[src/rtl/memory_access_if.sv]
// memory_access_if: req/ack data-memory bus; master = memory_access, slave = memory
interface memory_access_if;
  logic        mem_req;
  logic        mem_we;
  logic [31:0] mem_addr;
  logic [31:0] mem_wdata;
  logic [3:0]  mem_be;
  logic [31:0] mem_rdata;
  logic        mem_ack;
  modport master(output mem_req, mem_we, mem_addr, mem_wdata, mem_be, input mem_rdata, mem_ack);
  modport slave(input mem_req, mem_we, mem_addr, mem_wdata, mem_be, output mem_rdata, mem_ack);
endinterface

[src/rtl/memory_access.sv]
// memory_access: rv32i memory stage; in_* from execute, mem bus to data memory, wb_* to write_back
module memory_access #(
  parameter int unsigned TIMEOUT_CYCLES = 255
) (
  input  logic        clock,
  input  logic        reset,
  input  logic        in_valid,
  output logic        in_ready,
  input  logic        is_load,
  input  logic        is_store,
  input  logic [2:0]  funct3,
  input  logic [4:0]  rd,
  input  logic        reg_write,
  input  logic [31:0] alu_result,
  input  logic [31:0] store_data,
  memory_access_if.master mem,
  output logic        wb_valid,
  output logic        wb_reg_write,
  output logic [4:0]  wb_rd,
  output logic [31:0] wb_data,
  output logic        error
);
  typedef enum logic [1:0] {IDLE, ACCESS, RESP} state_t;
  state_t      state;
  logic [7:0]  cnt;
  logic [2:0]  f3_q;
  logic [1:0]  off_q;
  logic        wr_q;
  logic        is_mem, bad;
  logic [3:0]  be;
  logic [31:0] wdata, sh, ld;
  assign in_ready = state == IDLE;
  always_comb begin
    is_mem = is_load | is_store;
    bad = funct3 == 3'b011 || funct3[2:1] == 2'b11 ||
          (funct3[1:0] == 2'b01 && alu_result[0]) ||
          (funct3[1:0] == 2'b10 && alu_result[1:0] != 2'b00);
    be = funct3[1] ? 4'b1111 : funct3[0] ? 4'b0011 << alu_result[1:0] : 4'b0001 << alu_result[1:0];
    wdata = funct3[1] ? store_data : funct3[0] ? {2{store_data[15:0]}} : {4{store_data[7:0]}};
    sh = mem.mem_rdata >> {off_q, 3'b000};
    // funct3[2] marks the unsigned variants, which suppresses sign extension
    ld = f3_q[1] ? sh :
         f3_q[0] ? {{16{sh[15] & ~f3_q[2]}}, sh[15:0]} :
                   {{24{sh[7] & ~f3_q[2]}}, sh[7:0]};
  end
  always_ff @(posedge clock) begin
    if (reset) begin
      state <= IDLE;
      cnt <= '0;
      f3_q <= '0;
      off_q <= '0;
      wr_q <= 1'b0;
      mem.mem_req <= 1'b0;
      mem.mem_we <= 1'b0;
      mem.mem_addr <= '0;
      mem.mem_wdata <= '0;
      mem.mem_be <= '0;
      wb_valid <= 1'b0;
      wb_reg_write <= 1'b0;
      wb_rd <= '0;
      wb_data <= '0;
      error <= 1'b0;
    end else begin
      case (state)
        IDLE: if (in_valid) begin
          wb_rd <= rd;
          if (!is_mem) begin
            wb_data <= alu_result;
            wb_reg_write <= reg_write;
            wb_valid <= 1'b1;
            state <= RESP;
          end else if (bad) begin
            wb_data <= '0;
            error <= 1'b1;
            wb_valid <= 1'b1;
            state <= RESP;
          end else begin
            mem.mem_req <= 1'b1;
            mem.mem_we <= is_store;
            mem.mem_addr <= {alu_result[31:2], 2'b00};
            mem.mem_be <= be;
            mem.mem_wdata <= wdata;
            f3_q <= funct3;
            off_q <= alu_result[1:0];
            wr_q <= !is_store && rd != 5'd0;
            cnt <= '0;
            state <= ACCESS;
          end
        end
        ACCESS: if (mem.mem_ack) begin
          mem.mem_req <= 1'b0;
          wb_data <= ld;
          wb_reg_write <= wr_q;
          wb_valid <= 1'b1;
          state <= RESP;
        end else if (cnt == 8'(TIMEOUT_CYCLES - 1)) begin
          mem.mem_req <= 1'b0;
          wb_data <= '0;
          error <= 1'b1;
          wb_valid <= 1'b1;
          state <= RESP;
        end else begin
          cnt <= cnt + 8'd1;
        end
        RESP: begin
          wb_valid <= 1'b0;
          wb_reg_write <= 1'b0;
          error <= 1'b0;
          state <= IDLE;
        end
        default: state <= IDLE;
      endcase
    end
  end
endmodule

[src/flat_wrapper.sv]
// flat-port wrapper written by rule: the top's interface ports become plain ports
module memory_access_flat 
#(
  parameter int unsigned TIMEOUT_CYCLES = 255
)
  (clock, reset, in_valid, in_ready, is_load, is_store, funct3, rd, reg_write, alu_result, store_data, wb_valid, wb_reg_write, wb_rd, wb_data, error, mem_mem_req, mem_mem_we, mem_mem_addr, mem_mem_wdata, mem_mem_be, mem_mem_rdata, mem_mem_ack);
  memory_access_if mem_i ();
  input  logic clock;
  input  logic reset;
  input  logic in_valid;
  output logic in_ready;
  input  logic is_load;
  input  logic is_store;
  input  logic [2:0] funct3;
  input  logic [4:0] rd;
  input  logic reg_write;
  input  logic [31:0] alu_result;
  input  logic [31:0] store_data;
  output logic wb_valid;
  output logic wb_reg_write;
  output logic [4:0] wb_rd;
  output logic [31:0] wb_data;
  output logic error;
  output wire logic [$bits(mem_i.mem_req)-1:0] mem_mem_req;
  output wire logic [$bits(mem_i.mem_we)-1:0] mem_mem_we;
  output wire logic [$bits(mem_i.mem_addr)-1:0] mem_mem_addr;
  output wire logic [$bits(mem_i.mem_wdata)-1:0] mem_mem_wdata;
  output wire logic [$bits(mem_i.mem_be)-1:0] mem_mem_be;
  input wire logic [$bits(mem_i.mem_rdata)-1:0] mem_mem_rdata;
  input wire logic [$bits(mem_i.mem_ack)-1:0] mem_mem_ack;
  assign mem_mem_req = mem_i.mem_req;
  assign mem_mem_we = mem_i.mem_we;
  assign mem_mem_addr = mem_i.mem_addr;
  assign mem_mem_wdata = mem_i.mem_wdata;
  assign mem_mem_be = mem_i.mem_be;
  assign mem_i.mem_rdata = mem_mem_rdata;
  assign mem_i.mem_ack = mem_mem_ack;
  memory_access #(.TIMEOUT_CYCLES(TIMEOUT_CYCLES)) u_core (.clock(clock), .reset(reset), .in_valid(in_valid), .in_ready(in_ready), .is_load(is_load), .is_store(is_store), .funct3(funct3), .rd(rd), .reg_write(reg_write), .alu_result(alu_result), .store_data(store_data), .mem(mem_i), .wb_valid(wb_valid), .wb_reg_write(wb_reg_write), .wb_rd(wb_rd), .wb_data(wb_data), .error(error));
endmodule
[config.mk]
export PLATFORM = sky130hd
export DESIGN_NAME = memory_access_flat
export DESIGN_NICKNAME = d
export VERILOG_FILES = /design/src/rtl/memory_access_if.sv /design/src/rtl/memory_access.sv /design/src/flat_wrapper.sv
export SDC_FILE = /design/constraint.sdc
export NUM_CORES = 1
export LEC_CHECK = 0
export ABC_AREA = 1
export BUFFER_PORTS_ARGS = -buffer_cell sky130_fd_sc_hd__buf_2
export CORE_UTILIZATION = 45
export DETAILED_ROUTE_END_ITERATION = 10
export PLACE_DENSITY_LB_ADDON = 0.2
export SYNTH_ARGS = -nofsm -noshare
export SYNTH_HDL_FRONTEND = slang
export SYNTH_SLANG_ARGS = --single-unit
[constraint.sdc]
create_clock -name clock -period 2.1 [get_ports clock]
set_clock_uncertainty 0.05 [all_clocks]
set_input_delay 0.105 -clock clock [delete_from_list [all_inputs] [get_ports clock]]
set_output_delay 0.105 -clock clock [all_outputs]
set_load 0.05 [all_outputs]
==> out/results.txt, run 1 <==
Tightest Pin Transition -> 0.821 ns
Post-DP Area -> 7740 sq um
Register area share after synthesis -> 38.3%
Cell count after placement -> 1389
WP data arrival -> 2.20 ns
Initial antenna violation count -> 0
First-pass GRT wire length -> 33100 um
R2R cell count -> 10
Required time of the worst setup path -> 2.37 ns
Max-slew violations -> 0
DR vias/cell -> 4.98
Rel. slew slack -> 45.3%
IO Pins -> 222
Hold WS -> 0.0150 ns
Post-route ant nets -> 0
Overflow after GRT -> 0
Starting DRT DRC Count -> 617
Die Span X -> 122 um
Mapped Cells -> 1028
Chip height -> 122 um
Global Route Usage Sum -> 28.7%
Area taken by flip-flops and latches -> 2480 sq um
Worst-path clk slew -> 0.06 ns
Post-DR wirelength/cell -> 14.3 um
CTS tree -> built
Cell Area, Synth -> 6480 sq um
Worst r2r dst -> u_core.wb_data[17]
Post-route minimum period -> 1.93 ns
Final setup margin -> 0.167 ns
Pre-CTS setup slack -> 0.142 ns
Final Cycle Share -> 92.0%
Layout cell share with drive strength beyond 1 -> 22.8%
Post-Route WL -> 21300 um
Setup crit end -> u_core.wb_data[17]
Clock Tree Buf Depth -> 2
Largest net degree at the start of global routing -> 74
Max Freq -> 517 MHz
Filler Cell Count -> 1341
Gpl congestion -> 0.913
Row Count -> 43
Final Cell Area -> 8980 sq um
DR pass1 iterations -> 5
Area Growth Syn to Fin -> 38.5%
Num Clock Sinks -> 124
Critical Setup Path Class -> flop to flop
Overall via count from detail_route -> 7403
Initial Util -> 46.4%
Vias in the first global route -> 6623
Library cells used by synthesis -> 30
Final Hold Fails -> 0
Leakage -> 4.54 nW
Core area -> 14000 sq um
# port buffers -> 219
Hold crit path type -> input pin to flop
Multi-input gate area -> 3260 sq um
VDD IR max -> 0.643 mV
Worst R2R Setup Slack -> 0.17 ns
Mean post-synth cell area -> 6.31 sq um
DRC viols -> 0
Power Dens Cells -> 981 nW/um^2
Crit start category -> flop
Crit end category -> flop
Cts bufs inserted -> 17
Worst skew pair latency -> 0.42 ns
Endpoints failing setup -> 0
Root buffer cell -> clkbuf_16
Crit path max fanout -> 26
Fin cells -> 1488
H-tree Lvls -> 4
Worst flop-to-flop path startpoint -> u_core.state[1]
Fin Setup TNS -> 0 ns
Critical path startpoint -> u_core.state[1]
RSZ-0062 raised after global routing -> no
Synth warnings -> 0
Antenna diodes -> 0
#FFs+latches synth -> 124
Final net count -> 1412
# Max-Cap Violations -> 0
Status -> finished, final reports clean
Full die area -> 14900 sq um
DP HPWL -> 14600 um
-- how the worst min path moves through the flow --
stage	slack (ns)	end	cells after the start	from
finish	0.02	u_core.mem.mem_wdata[8]	5	store_data[8]
CTS	0.001	u_core.mem.mem_wdata[8]	5	store_data[8]
global route	0.03	u_core.mem.mem_wdata[17]	5	store_data[17]
global placement	0.31	u_core.mem.mem_addr[16]	3	alu_result[16]
floorplan	0.20	u_core.mem.mem_we	2	is_store
detailed placement	0.32	u_core.mem.mem_addr[14]	3	alu_result[14]
-- cell families after synthesis --
family                   Yosys count  share of synthesized area, %
AND/OR/NAND/NOR                  486                          30.2
flip-flops                       124                          38.3
buffers and inverters            178                          11.6
adder cells (fa/ha/maj)            6                          1.16
other                              1                        0.0578
XOR/XNOR                           3                         0.405
AO/OA/AOI/OAI                    230                          18.3
-- placed cells by master (no fill, tap or decap), types with 2 or more instances in the layout --
| cell | count |
|---|---|
| nand4_1 | 6 |
| nand3_1 | 49 |
| nor2_4 | 2 |
| nand2_1 | 307 |
| conb_1 | 2 |
| clkbuf_16 | 17 |
| clkinv_4 | 3 |
| nor3_1 | 2 |
| ha_1 | 5 |
| inv_1 | 109 |
| clkinv_2 | 3 |
| o21ai_0 | 90 |
| buf_12 | 5 |
| xor2_1 | 2 |
| bufinv_16 | 2 |
| clkinvlp_4 | 6 |
| dfxtp_1 | 124 |
| o211ai_1 | 8 |
| dlygate4sd3_1 | 61 |
| buf_2 | 219 |
| o21bai_1 | 4 |
| nand2_2 | 4 |
| a21oi_1 | 125 |
| buf_4 | 25 |
| nor2_1 | 112 |
| inv_2 | 3 |
-- metrics by stage --
| step | power, mW | utilization, % |
|---|---|---|
| floorplan | 5.05 | - |
| global placement | 5.82 | 55.3 |
| detailed placement | 5.84 | 55.3 |
| CTS | 8.80 | 63.8 |
| global route | 9.27 | 64.2 |
| finish | 8.81 | 64.2 |
-- synthesized netlist by cell type --
cell type	n	area, sq um
clkbuf_1	24	90.1
nand3_4	1	17.5
nand2_1	308	1160
nand2_4	1	11.3
nand2_2	3	18.8
nand3_1	49	245
xnor2_1	1	8.76
o21bai_1	4	30.0
or2_2	1	6.26
conb_1	1	3.75
inv_1	109	409
a31o_2	1	8.76
nand3_2	1	10.0
ha_1	6	75.1
a211oi_1	1	7.51
nor2_1	112	420
o21ai_1	1	5.00
dfxtp_1	124	2480
buf_1	3	11.3
o211ai_1	8	60.1
nor3_1	2	10.0
nor2_4	2	22.5
buf_6	2	22.5
buf_4	10	75.1
o21ai_0	90	450
a21oi_1	125	626
inv_2	4	15.0
buf_2	26	130
xor2_1	2	17.5
nand4_1	6	37.5
-- area by class of cell --
cell class	count	share of cell area, %
multi-input cells	727	36.3
flip-flops and latches	124	27.6
repair buffers	311	22.3
clock buffers	18	4.78
inverters	113	4.75
well taps	180	2.51
clock inverters	14	1.64
repair inverters	1	0.0836
-- power by group --
group          leakage, nW  internal [mW]  total (mW)  switching [mW]
sequential            1.01           2.65        2.82           0.167
clock                0.268           1.74        2.88            1.13
combinational         3.26          0.906        3.11            2.20
-- state kept, by name, summed over array words and instances, names as in the netlist --
| name | flops |
|---|---|
| u_core.mem.mem_req | 1 |
| u_core.mem.mem_be | 4 |
| u_core.wb_reg_write | 1 |
| u_core.mem.mem_wdata | 32 |
| u_core.wb_rd | 5 |
| u_core.error | 1 |
| u_core.mem.mem_we | 1 |
| u_core.state | 2 |
| u_core.wb_valid | 1 |
| u_core.cnt | 8 |
| u_core.wb_data | 32 |
| u_core.mem.mem_addr | 30 |
| u_core.f3_q | 3 |
| u_core.wr_q | 1 |
| u_core.off_q | 2 |
-- critical path, stage by stage (launching register included) --
cell and delay [ns]:
dfxtp_1 0.34, inv_1 0.08, ha_1 0.38, nand2_1 0.14, nand2_1 0.17, nand3_4 0.12, buf_12 0.18, nor2_1 0.11
nand2_1 0.12, nand2_1 0.09, inv_1 0.03
-- layer usage --
layer	global-route usage, %	part of all wire (%)	vias up
li1	-	-	3780
met1	36.4	43	3294
met2	47.0	47	299
met3	7.44	7.8	30
met4	9.88	2.0	0
met5	0	0	-
-- repair_timing --
action / CTS / global route
endpoints found under the setup margin: 0 / 32
setup buffers: 0 / 5
gates resized for setup: 0 / 3
hold endpoints to repair: 62 / 0
hold buffers: 61 / 0
Power figures use the tool's default switching activity.
==> run 2: changes to the inputs <==
==> constraint.sdc (replaced) <==
create_clock -name clock -period 2.1 [get_ports clock]
set_clock_uncertainty 0.05 [all_clocks]
set_input_delay 0.42 -clock clock [delete_from_list [all_inputs] [get_ports clock]]
set_output_delay 0.42 -clock clock [all_outputs]
set_load 0.05 [all_outputs]
==> run 2 against run 1 <==
Against the previous run: sequential power barely moved; setup slack got worse by 0.026 ns; highest routed layer unchanged; core utilization fell by 4.4 points; flip-flop and latch count did not move; sequential share of layout area rose by 2.0 points; critical path type unchanged; power fell by 1.6%.
==> out/results.txt, run 2 (same netlist as run 1, synthesis figures left out) <==
Starting DRT DRC Count -> 525
Final net count -> 1347
Required time of the worst setup path -> 2.34 ns
Cell count after placement -> 1391
Antenna diodes -> 0
Leakage -> 4.28 nW
Post-CTS Hold Fix Bufs -> 0
Post-route ant nets -> 0
Post-route minimum period -> 1.96 ns
# port buffers -> 219
Post-DR wirelength/cell -> 14.0 um
Post-cts resize count -> 0
Worst skew pair latency -> 0.42 ns
Fin util -> 59.8%
Chip height -> 122 um
DP HPWL -> 14400 um
Max Freq -> 511 MHz
Initial antenna violation count -> 0
Tightest Pin Transition -> 0.526 ns
Max-slew violations -> 0
Status -> finished, final reports clean
Fin Setup TNS -> 0 ns
Most common cell after layout, fill and taps aside -> nand2_1
Pre-CTS setup slack -> 0.143 ns
Final Cycle Share -> 93.3%
Filler Cell Count -> 1402
Die Span X -> 122 um
Num Clock Sinks -> 124
IO Pins -> 222
Final Cell Area -> 8360 sq um
Overall via count from detail_route -> 7160
Fin cells -> 1422
Largest net degree at the start of global routing -> 74
Hold crit path type -> input pin to flop
Most frequent cells in the layout -> nand2_1 (308), buf_2 (219), a21oi_1 (125), dfxtp_1 (124), nor2_1 (112)
Critical Setup Path Class -> flop to flop
DRC viols -> 0
Initial Util -> 46.4%
Crit end category -> flop
Gpl congestion -> 0.951
Core area -> 14000 sq um
Row Count -> 43
H-tree Lvls -> 4
Root buffer cell -> clkbuf_16
Worst-path clk slew -> 0.06 ns
Clock Tree Buf Depth -> 2
Rel. slew slack -> 64.8%
Power Dens Cells -> 1040 nW/um^2
Largest registers -> u_core.mem.mem_wdata x32, u_core.wb_data x32, u_core.mem.mem_addr x30
First-pass GRT wire length -> 31500 um
Full die area -> 14900 sq um
VDD IR max -> 0.603 mV
Endpoints failing setup -> 0
Vias in the first global route -> 6412
Overflow after GRT -> 0
Crit start category -> flop
Post-DP Area -> 7780 sq um
# Post-CTS Setup Buffers -> 0
CTS tree -> built
Layout cell share with drive strength beyond 1 -> 23.6%
Area Growth Syn to Fin -> 29.0%
DR vias/cell -> 5.04
# Max-Cap Violations -> 0
Cts bufs inserted -> 17
RSZ-0062 raised after global routing -> yes
Final Hold Fails -> 0
Post-Route WL -> 19900 um
Final setup margin -> 0.142 ns
Crit path max fanout -> 8
WP data arrival -> 2.20 ns
Global Route Usage Sum -> 27.4%
DR pass1 iterations -> 5
[run 2: cell count changes in the layout (fill, tap and decap cells not counted), sizes merged]
cell,delta
dlygate4sd3,-61
bufinv,-1
clkbuf,+4
clkinvlp,-2
buf,-3
inv,-1
clkinv,-2
[run 2: critical path, stage by stage, from the launching register on]
cell and delay, ns:
dfxtp_1 0.33, inv_1 0.10, ha_2 0.23, nand2_1 0.14
inv_2 0.14, nand4_1 0.20, nand2_1 0.28, nand2_1 0.21
nand2_1 0.11, a21oi_1 0.06
[run 2: report_power, final]
group / leakage, nW / total [mW] / switching, mW / internal [mW]
sequential: 1.01 / 2.83 / 0.174 / 2.66
clock: 0.276 / 2.84 / 1.07 / 1.77
combinational: 2.99 / 3.00 / 2.18 / 0.826
[run 2: area by class of cell]
cell class	count	area (sq um)	share of cell area, %
Tap cell	180	225	2.69
Multi-Input combinational cell	727	3250	38.9
Timing Repair Buffer	247	1390	16.7
Clock inverter	9	87.6	1.05
Clock buffer	22	494	5.91
Inverter	113	424	5.07
Sequential cell	124	2480	29.7
[run 2: through the flow]
| stage | power (mW) | hold WS, ns |
|---|---|---|
| 2_1_floorplan | 5.05 | 0.400 |
| 3_3_place_gp | 5.83 | 0.401 |
| 3_5_place_dp | 5.86 | 0.403 |
| 5_1_grt | 9.13 | 0.215 |
| 6_report | 8.67 | 0.208 |
| 4_1_cts | 8.71 | 0.193 |
[run 2: final timing paths]
path / from / endpoint / slack (ns) / cells past startpoint
min: alu_result[13] / u_core.mem.mem_addr[13] / 0.21 / 3
max reg2reg: u_core.state[0] / u_core.cnt[7] / 0.14 / 9
max: u_core.state[0] / u_core.cnt[7] / 0.14 / 9
min reg2reg: u_core.mem.mem_addr[20] / u_core.mem.mem_addr[20] / 0.41 / 2
[run 2: layer usage]
metal  vias to the layer above  global-route usage [%]  wire length [um]
li1                       3653                       -                 -
met1                      3222                    34.8              8840
met2                       262                    44.2              9210
met3                        23                    7.40              1500
met4                         0                    9.80               320
met5                         -                       0                 0
==> run 3: changes to the inputs <==
--- a/config.mk
+++ b/config.mk
@@ -7,7 +7,9 @@
 export LEC_CHECK = 0
 export ABC_AREA = 1
 export BUFFER_PORTS_ARGS = -buffer_cell sky130_fd_sc_hd__buf_2
-export CORE_UTILIZATION = 45
+export CELL_PAD_IN_SITES_DETAIL_PLACEMENT = 0
+export CELL_PAD_IN_SITES_GLOBAL_PLACEMENT = 1
+export CORE_UTILIZATION = 34
 export DETAILED_ROUTE_END_ITERATION = 10
 export PLACE_DENSITY_LB_ADDON = 0.2
 export SYNTH_ARGS = -nofsm -noshare
==> run 3 against run 2 <==
Against the previous run: via count decreased by 2.1%; critical path type unchanged; critical endpoint is now u_core.wb_data[20]; combinational power grew 3%; largest cell class unchanged; die area up 32%; maximum frequency increased by 0.25%; first-iteration DRC count fell by 30%; flip-flop and latch count unchanged.
==> out/results.txt, run 3 (same netlist as run 1, synthesis figures left out) <==
Post-DR wirelength/cell -> 14.7 um
Fin Setup TNS -> 0 ns
Clock Tree Buf Depth -> 2
DP HPWL -> 16300 um
Root buffer cell -> clkbuf_16
Crit start category -> flop
Post-CTS Hold Fix Bufs -> 0
Chip height -> 140 um
Area Growth Syn to Fin -> 31.7%
Max-slew violations -> 0
Core area -> 18700 sq um
Leakage -> 4.35 nW
Status -> finished, final reports clean
Post-Route WL -> 22000 um
Worst-path clk slew -> 0.06 ns
# port buffers -> 219
Gpl congestion -> 0.842
Hold crit path type -> input pin to flop
Final net count -> 1362
Initial Util -> 34.7%
Starting DRT DRC Count -> 367
WP data arrival -> 2.22 ns
Tightest Pin Transition -> 0.659 ns
DR pass1 iterations -> 5
IO Pins -> 222
Num Clock Sinks -> 124
DR vias/cell -> 4.70
Initial antenna violation count -> 1
Worst skew pair latency -> 0.42 ns
Final Hold Fails -> 0
Hold WS -> 0.204 ns
Power Dens Cells -> 1030 nW/um^2
Final setup margin -> 0.146 ns
First-pass GRT wire length -> 33600 um
Largest registers -> u_core.mem.mem_wdata x32, u_core.wb_data x32, u_core.mem.mem_addr x30
Layout cell share with drive strength beyond 1 -> 24.6%
VDD IR max -> 0.628 mV
Final Cell Area -> 8540 sq um
Pre-CTS setup slack -> 0.0997 ns
CTS tree -> built
Fin util -> 45.7%
Vias in the first global route -> 6243
Crit path max fanout -> 25
Final Cycle Share -> 93.0%
Critical Setup Path Class -> flop to flop
Most frequent cells in the layout -> nand2_1 (308), buf_2 (219), a21oi_1 (125), dfxtp_1 (124), nor2_1 (112)
Cts bufs inserted -> 17
Overall via count from detail_route -> 7010
Post-route minimum period -> 1.95 ns
Most common cell after layout, fill and taps aside -> nand2_1
Max Freq -> 512 MHz
# Max-Cap Violations -> 0
Post-route ant nets -> 0
Global Route Usage Sum -> 22.1%
RSZ-0062 raised after global routing -> no
Row Count -> 50
Post-DP Area -> 7870 sq um
Endpoints failing setup -> 0
H-tree Lvls -> 4
Largest net degree at the start of global routing -> 55
Required time of the worst setup path -> 2.37 ns
Crit end category -> flop
Overflow after GRT -> 0
Full die area -> 19600 sq um
Die Span X -> 140 um
DRC viols -> 0
Rel. slew slack -> 56.0%
## run 3: cell count changes in the layout (fill, tap and decap cells not counted), moves of 2 or more
cell | before | now
buf_4 | 21 | 37
clkinv_2 | 2 | 4
buf_12 | 7 | 5
clkbuf_8 | 5 | 1
## run 3: report_power, final
group | switching [mW] | internal (mW) | total, mW
Combinational | 2.21 | 0.871 | 3.09
Clock | 1.14 | 1.78 | 2.92
Sequential | 0.156 | 2.65 | 2.81
Total | 3.52 | 5.30 | 8.82
## run 3: layout make-up
class	instances	area (sq um)
fillers	2082	10200
multi-input cells	727	3250
flip-flops and latches	124	2480
repair buffers	262	1500
clock buffers	18	439
inverters	113	427
well taps	234	293
clock inverters	14	145
diodes	1	2.50
## run 3: path summary, 6_finish.rpt
check | start | end | slack [ns] | cells after the start
worst max-delay path | u_core.state[1] | u_core.wb_data[20] | 0.15 | 10
worst min-delay path | rd[2] | u_core.wb_rd[2] | 0.20 | 3
worst max register to register | u_core.state[1] | u_core.wb_data[20] | 0.15 | 10
worst min register to register | u_core.mem.mem_addr[27] | u_core.mem.mem_addr[27] | 0.41 | 2
## run 3: what timing repair did
item / 4_1_cts / 5_1_grt
setup endpoints to repair: 0 / 63
setup buffers: 0 / 6
gates resized for setup: 0 / 1
hold endpoints to repair: 0 / 0
## run 3: metrics by stage
step	instances	power, mW
after floorplan	1029	5.05
after global placement	1453	5.91
after detailed placement	1453	5.91
after CTS	1485	8.85
after global routing	1492	9.31
final	1493	8.82
## run 3: routing by layer
layer,global-route usage (%),routed length (um),vias up
met5,0,13,-
met4,6.07,226,2
met3,5.61,1400,23
met1,29.9,10400,3104
met2,34.8,9970,204
li1,-,-,3677
## run 3: worst max-delay path: stages, from the launching register on
cell and delay, ns:
dfxtp_1 0.34, inv_1 0.09, ha_1 0.31, nand2_1 0.12, nand2_1 0.16, nand3_4 0.26
buf_12 0.26, nor2_1 0.12, nand2_1 0.06, nand2_1 0.06, inv_1 0.03
